`src/rtl/fetch_stream.sv`:
```
// fetch_stream: per-path instruction fetch sequencer.
// Keeps a PC, issues one fetch request at a time, and collects the matching response.
// Each completed instruction is tagged with its PC and stored in a small FIFO.
// The decode stage drains that FIFO through a valid/ready handshake.
// A redirect flushes the FIFO. It also discards a response that is still in flight.
//
// Ports:
//   clk_i, rst_ni           clock, asynchronous active-low reset
//   en_i                    stage enable; 0 freezes all state
//   redirect_valid_i/pc_i   one-cycle branch redirect and its target
//   fetch_req_pc_o/valid_o  registered fetch request {pc, valid}
//   fetch_rsp_inst_i/done_i fetch response {inst, done}
//   out_valid_o/inst_o/pc_o FIFO head towards decode
//   out_ready_i             decode accepts the head this cycle
module fetch_stream #(
    parameter int unsigned BufDepth = 4,
    parameter logic [31:0] ResetPc  = 32'h0000_0000
) (
    input  logic        clk_i,
    input  logic        rst_ni,
    input  logic        en_i,
    input  logic        redirect_valid_i,
    input  logic [31:0] redirect_pc_i,
    output logic [31:0] fetch_req_pc_o,
    output logic        fetch_req_valid_o,
    input  logic [31:0] fetch_rsp_inst_i,
    input  logic        fetch_rsp_done_i,
    output logic        out_valid_o,
    output logic [31:0] out_inst_o,
    output logic [31:0] out_pc_o,
    input  logic        out_ready_i
);

    localparam int unsigned PtrW = $clog2(BufDepth);
    localparam int unsigned CntW = PtrW + 1;
    localparam logic [CntW-1:0] DepthCnt = CntW'(BufDepth);

    typedef enum logic [1:0] {StGap, StIssue, StFlush, StStall} state_e;

    state_e          state_q, state_d;
    logic [31:0]     pc_q, pc_d;
    logic [31:0]     saved_pc_q, saved_pc_d;
    logic [31:0]     req_pc_q;
    logic            req_valid_q;
    logic [31:0]     pc_mem_q   [BufDepth];
    logic [31:0]     inst_mem_q [BufDepth];
    logic [PtrW-1:0] wr_ptr_q, rd_ptr_q;
    logic [CntW-1:0] count_q, count_d, cnt_after_pop;
    logic            flush, push, pop;

    // A redirect cancels any push or pop in the same cycle.
    assign flush = en_i & redirect_valid_i;
    assign pop   = en_i & (count_q != '0) & out_ready_i & ~flush;
    // Occupancy seen by GAP/STALL: after this cycle's pop and flush (they never push).
    assign cnt_after_pop = flush ? '0 : count_q - CntW'(pop);
    assign count_d       = flush ? '0 : count_q + CntW'(push) - CntW'(pop);

    always_comb begin
        state_d    = state_q;
        pc_d       = pc_q;
        saved_pc_d = saved_pc_q;
        push       = 1'b0;
        if (en_i) begin
            unique case (state_q)
                StIssue: begin
                    if (fetch_rsp_done_i) begin
                        push    = ~redirect_valid_i;
                        pc_d    = redirect_valid_i ? redirect_pc_i : pc_q + 32'd4;
                        state_d = StGap;
                    end else if (redirect_valid_i) begin
                        // Keep the request up until the stale response returns.
                        saved_pc_d = redirect_pc_i;
                        state_d    = StFlush;
                    end
                end
                StFlush: begin
                    if (fetch_rsp_done_i) begin
                        pc_d    = redirect_valid_i ? redirect_pc_i : saved_pc_q;
                        state_d = StGap;
                    end else if (redirect_valid_i) begin
                        saved_pc_d = redirect_pc_i;
                    end
                end
                StGap, StStall: begin
                    if (redirect_valid_i) begin
                        pc_d = redirect_pc_i;
                    end
                    state_d = (cnt_after_pop < DepthCnt) ? StIssue : StStall;
                end
                default: state_d = StGap;
            endcase
        end
    end

    always_ff @(posedge clk_i or negedge rst_ni) begin
        if (!rst_ni) begin
            state_q     <= StGap;
            pc_q        <= ResetPc;
            saved_pc_q  <= '0;
            req_pc_q    <= ResetPc;
            req_valid_q <= 1'b0;
            wr_ptr_q    <= '0;
            rd_ptr_q    <= '0;
            count_q     <= '0;
            for (int i = 0; i < BufDepth; i++) begin
                pc_mem_q[i]   <= '0;
                inst_mem_q[i] <= '0;
            end
        end else begin
            state_q     <= state_d;
            pc_q        <= pc_d;
            saved_pc_q  <= saved_pc_d;
            req_pc_q    <= pc_d;
            req_valid_q <= (state_d == StIssue) || (state_d == StFlush);
            count_q     <= count_d;
            if (push && !flush) begin
                pc_mem_q[wr_ptr_q]   <= pc_q;
                inst_mem_q[wr_ptr_q] <= fetch_rsp_inst_i;
            end
            if (flush) begin
                wr_ptr_q <= '0;
                rd_ptr_q <= '0;
            end else begin
                if (push) wr_ptr_q <= wr_ptr_q + 1'b1;
                if (pop)  rd_ptr_q <= rd_ptr_q + 1'b1;
            end
        end
    end

    assign fetch_req_pc_o    = req_pc_q;
    assign fetch_req_valid_o = req_valid_q;
    assign out_valid_o       = (count_q != '0);
    assign out_pc_o          = pc_mem_q[rd_ptr_q];
    assign out_inst_o        = inst_mem_q[rd_ptr_q];

endmodule

```
`config.mk`:
```
export PLATFORM = sky130hd
export DESIGN_NAME = fetch_stream
export DESIGN_NICKNAME = d
export VERILOG_FILES = /design/src/rtl/fetch_stream.sv
export SDC_FILE = /design/constraint.sdc
export NUM_CORES = 1
export LEC_CHECK = 0
export CAP_MARGIN = 0
export CORE_AREA = 2 2 167 169
export CTS_BUF_LIST = sky130_fd_sc_hd__clkbuf_16
export DETAILED_ROUTE_END_ITERATION = 6
export DIE_AREA = 0 0 169 171
export PLACE_DENSITY = 0.78
export SYNTH_ARGS = -nofsm -noshare
export SYNTH_HDL_FRONTEND = slang
export SYNTH_SLANG_ARGS = --single-unit
export TNS_END_PERCENT = 30
```
`constraint.sdc`:
```
create_clock -name clk_i -period 2.7 [get_ports clk_i]
set_clock_uncertainty 0.15 [all_clocks]
set_input_delay 0.27 -clock clk_i [delete_from_list [all_inputs] [get_ports clk_i]]
set_output_delay 0.27 -clock clk_i [all_outputs]
set_load 0.01 [all_outputs]
```
==> impl_metrics.yaml <==
outcome:
  outcome: "finished, final reports clean"
floorplan:
  rows: 61
  fp.dieArea_sq_um: 28900
  core_sq_um: 27320
  io_pins: 168
  initial_core_util_pct: 55.80
  die_h_um: 171
  die_x_um: 169
setup_path:
  cp-endpoint: "out_inst_o[21]"
  rr_startpoint: "count_q[1]"
  arrival_ns: 2.21
  timing.rr.end: "count_q[2]"
  path_max_fanout: 15
  reg2reg_depth: 11
  crit_path_start: "rd_ptr_q[0]"
  critical_path_class: "reg2out"
  r2r_slack_ns: 0.16
  cp-start-kind: "flop"
  required_ns: 2.28
  crit_path_end_kind: "primary output"
placed_design:
  dpl_worst_slack_ns: 0.04219
  port_buffers: 167
  dp_cells: 1583
  place.gp.congestion: 0.8958
  hpwl_um: 22850
sta:
  max_freq_mhz: 380.3
  layout_worst_path_cycle_share_pct: 97.39
  worst_slack_ns: 0.07043
  min_period_ns: 2.630
  fin_tns_setup_ns: 0
  tightest_slew_ns: 0.6194
  max-slew-margin-rel_pct: 58.71
  finalHoldViolCount: 0
  rsz0062_at_grt: "no"
  setup_viol: 0
  slew_viol_final: 0
clock_tree:
  cts_max_path_buffers: 3
  clockRootBuffer: "clkbuf_16"
  cts_made_buffers: 37
  clk_latency_ns: 0.51
  cts-htree-levels: 2
  clkTransAtPathRegs_ns: 0.06
  cts_sinks: 330
  cts_tree: "yes"
yosys:
  synth_top_area_share_pct: 54.16
  syn_area_sq_um: 15250
  ys_warn_count: 0
  ys_ff_latch: 330
  synth-main-ff-cell: "dfrtp_1"
  synthesis.instances: 1094
  syn-num-nets: 1175
  async_flop_share_pct: 100.0
  synth_area_leaders: "dfrtp_1 (54%), mux2_2 (18%), mux4_2 (9.5%), o21ai_0 (1.9%), mux2_1 (1.8%)"
  yosysTopAreaCell: "dfrtp_1"
  ys_seq_area_share_pct: 54.16
  synth_edf_count: 0
  synth_area_per_cell_sq_um: 13.94
  yosysUniqueCellTypes: 62
global_route:
  grt_usage_pct: 24.73
  grt_pass1_wl_um: 56150
  grt_pass1_vias: 10240
  grt_max_degree: 78
  antenna_found_initial: 0
  overflow: 0
cells_and_area:
  drive_above_1_share_pct: 34.72
  final_nets: 1375
  fin_cells: 1669
  fill_cells: 1906
  multi_input_area_sq_um: 6558
  seq_area_sq_um: 8265
  area_growth_pct: 24.44
routing:
  vias_per_cell: 5.981
  detail-route-antenna-nets: 0
  post_drt_wl_per_cell_um: 20.82
  drt_iter0_markers: 723
  wl_um: 34750
  drt-pass1-iter-count: 5
  num_vias: 9982
  drc: 0
power:
  p_leak_nw: 9.008
  p_total_w: 0.01902
  ir_worst_vdd_mv: 0.7097
  p_per_area_nw_per_um2: 1002
min_path:
  min_path_type: "in2async"
flow_run:
  drv_cap: 0
## synthesized netlist by cell type, types with 4 or more instances
cell type and instances:
nand4_1 12, a221oi_1 12, a221o_1 4, a22oi_1 12, nor3_1 5, nor2_1 36, mux4_2 64, inv_1 16
mux2_1 24, mux2i_1 4, buf_4 5, buf_1 8, buf_2 35, o22ai_1 10, xnor2_1 5, xor2_1 11
nand2_1 46, and3_1 6, a31oi_1 5, o21ai_0 57, clkbuf_1 37, dfrtp_1 330, nand3_1 17, a21oi_1 12
ha_1 10, mux2_2 246, nand2b_1 4, nor2b_1 4
## cells by family (layout without fill, tap and decap cells)
family	count (synthesis)	in the layout	share of synthesized area, %
AND/OR/NAND/NOR	149	149	4.899
flip-flops	330	330	54.16
AO/OA/AOI/OAI	146	146	6.335
multiplexers	338	338	29.66
adder cells (fa/ha/maj)	11	11	0.9519
buffers and inverters	104	332	3.077
XOR/XNOR	16	16	0.9191
other	0	1	0
## layout make-up
class | instances | share of cell area, %
Antenna cell | 1 | 0.01319
Timing Repair Buffer | 249 | 13.18
Clock inverter | 28 | 0.9364
Inverter | 16 | 0.3165
Multi-Input combinational cell | 660 | 34.56
Tap cell | 346 | 2.282
Sequential cell | 330 | 43.56
Clock buffer | 39 | 5.144
## worst min-delay path by stage
stage | from | endpoint | slack, ns
floorplan | rst_ni | count_q[0] | -0.18
global placement | rst_ni | inst_mem_q[121] | 0.15
detailed placement | rst_ni | inst_mem_q[120] | 0.16
CTS | rst_ni | inst_mem_q[120] | 0.21
global route | rst_ni | inst_mem_q[120] | 0.23
finish | rst_ni | inst_mem_q[120] | 0.19
## repair_timing
action | in CTS | in global routing
resized for setup | 66 | 0
hold buffers | 1 | 0
setup buffers | 3 | 12
pin swaps | 0 | 0
cloned | 2 | 0
endpoints found under the setup margin | 57 | 1
endpoints found under the hold margin | 69 | 0
## per-stage QoR
stage | hold slack [ns] | instance area, sq um | util [%]
after floorplan | -0.1756 | 15250 | -
after global placement | 0.1530 | 17690 | 64.73
after detailed placement | 0.1571 | 17690 | 64.73
after CTS | 0.2072 | 18880 | 69.10
after global routing | 0.2349 | 18970 | 69.43
final | 0.1851 | 18970 | 69.44
## placed cells by master, fill, tap and decap left out, drive strengths merged, types with 5 or more instances in the layout
cell	Yosys	routed
ha	10	10
nand2	48	48
clkbuf	38	39
nand3	18	18
nand4	13	13
buf	50	82
nor3	5	5
xnor2	5	5
a221oi	12	12
a21oi	12	12
o22ai	10	10
clkinv	0	14
and3	6	6
xor2	11	11
o21ai	58	58
dfrtp	330	330
nor2	36	36
mux2	270	270
mux4	64	64
dlygate4sd2	0	63
a22oi	12	12
inv	16	28
clkdlybuf4s50	0	103
a31oi	5	5
## flip-flops by register name, indices dropped and copies added (netlist names), 2 cells and up
| register | cells |
|---|---|
| pc_mem_q | 128 |
| inst_mem_q | 128 |
| saved_pc_q | 32 |
| rd_ptr_q | 2 |
| fetch_req_pc_o | 32 |
| state_q | 2 |
| wr_ptr_q | 2 |
| count_q | 3 |
## routing by layer
metal	GRT usage, %	vias up	wire length (um)
met5	0	-	0
met4	5.611	0	610
met3	4.488	46	2022
met2	40.15	286	16620
met1	35.28	5168	15500
li1	-	4482	-
## critical path, stage by stage, from the launching register on
cell           delay (ns)
dfrtp_4              0.52
buf_4                0.16
buf_16               0.17
mux4_2               0.53
dlygate4sd2_1        0.30
## where the power goes
group          switching, W  total, W  leakage (nW)  internal [W]
logic               0.00323   0.00711          4.01       0.00388
registers           0.00102   0.00717          4.38       0.00615
clock network       0.00194   0.00474         0.612       0.00280
No activity file was read; power rests on OpenSTA's default activity.
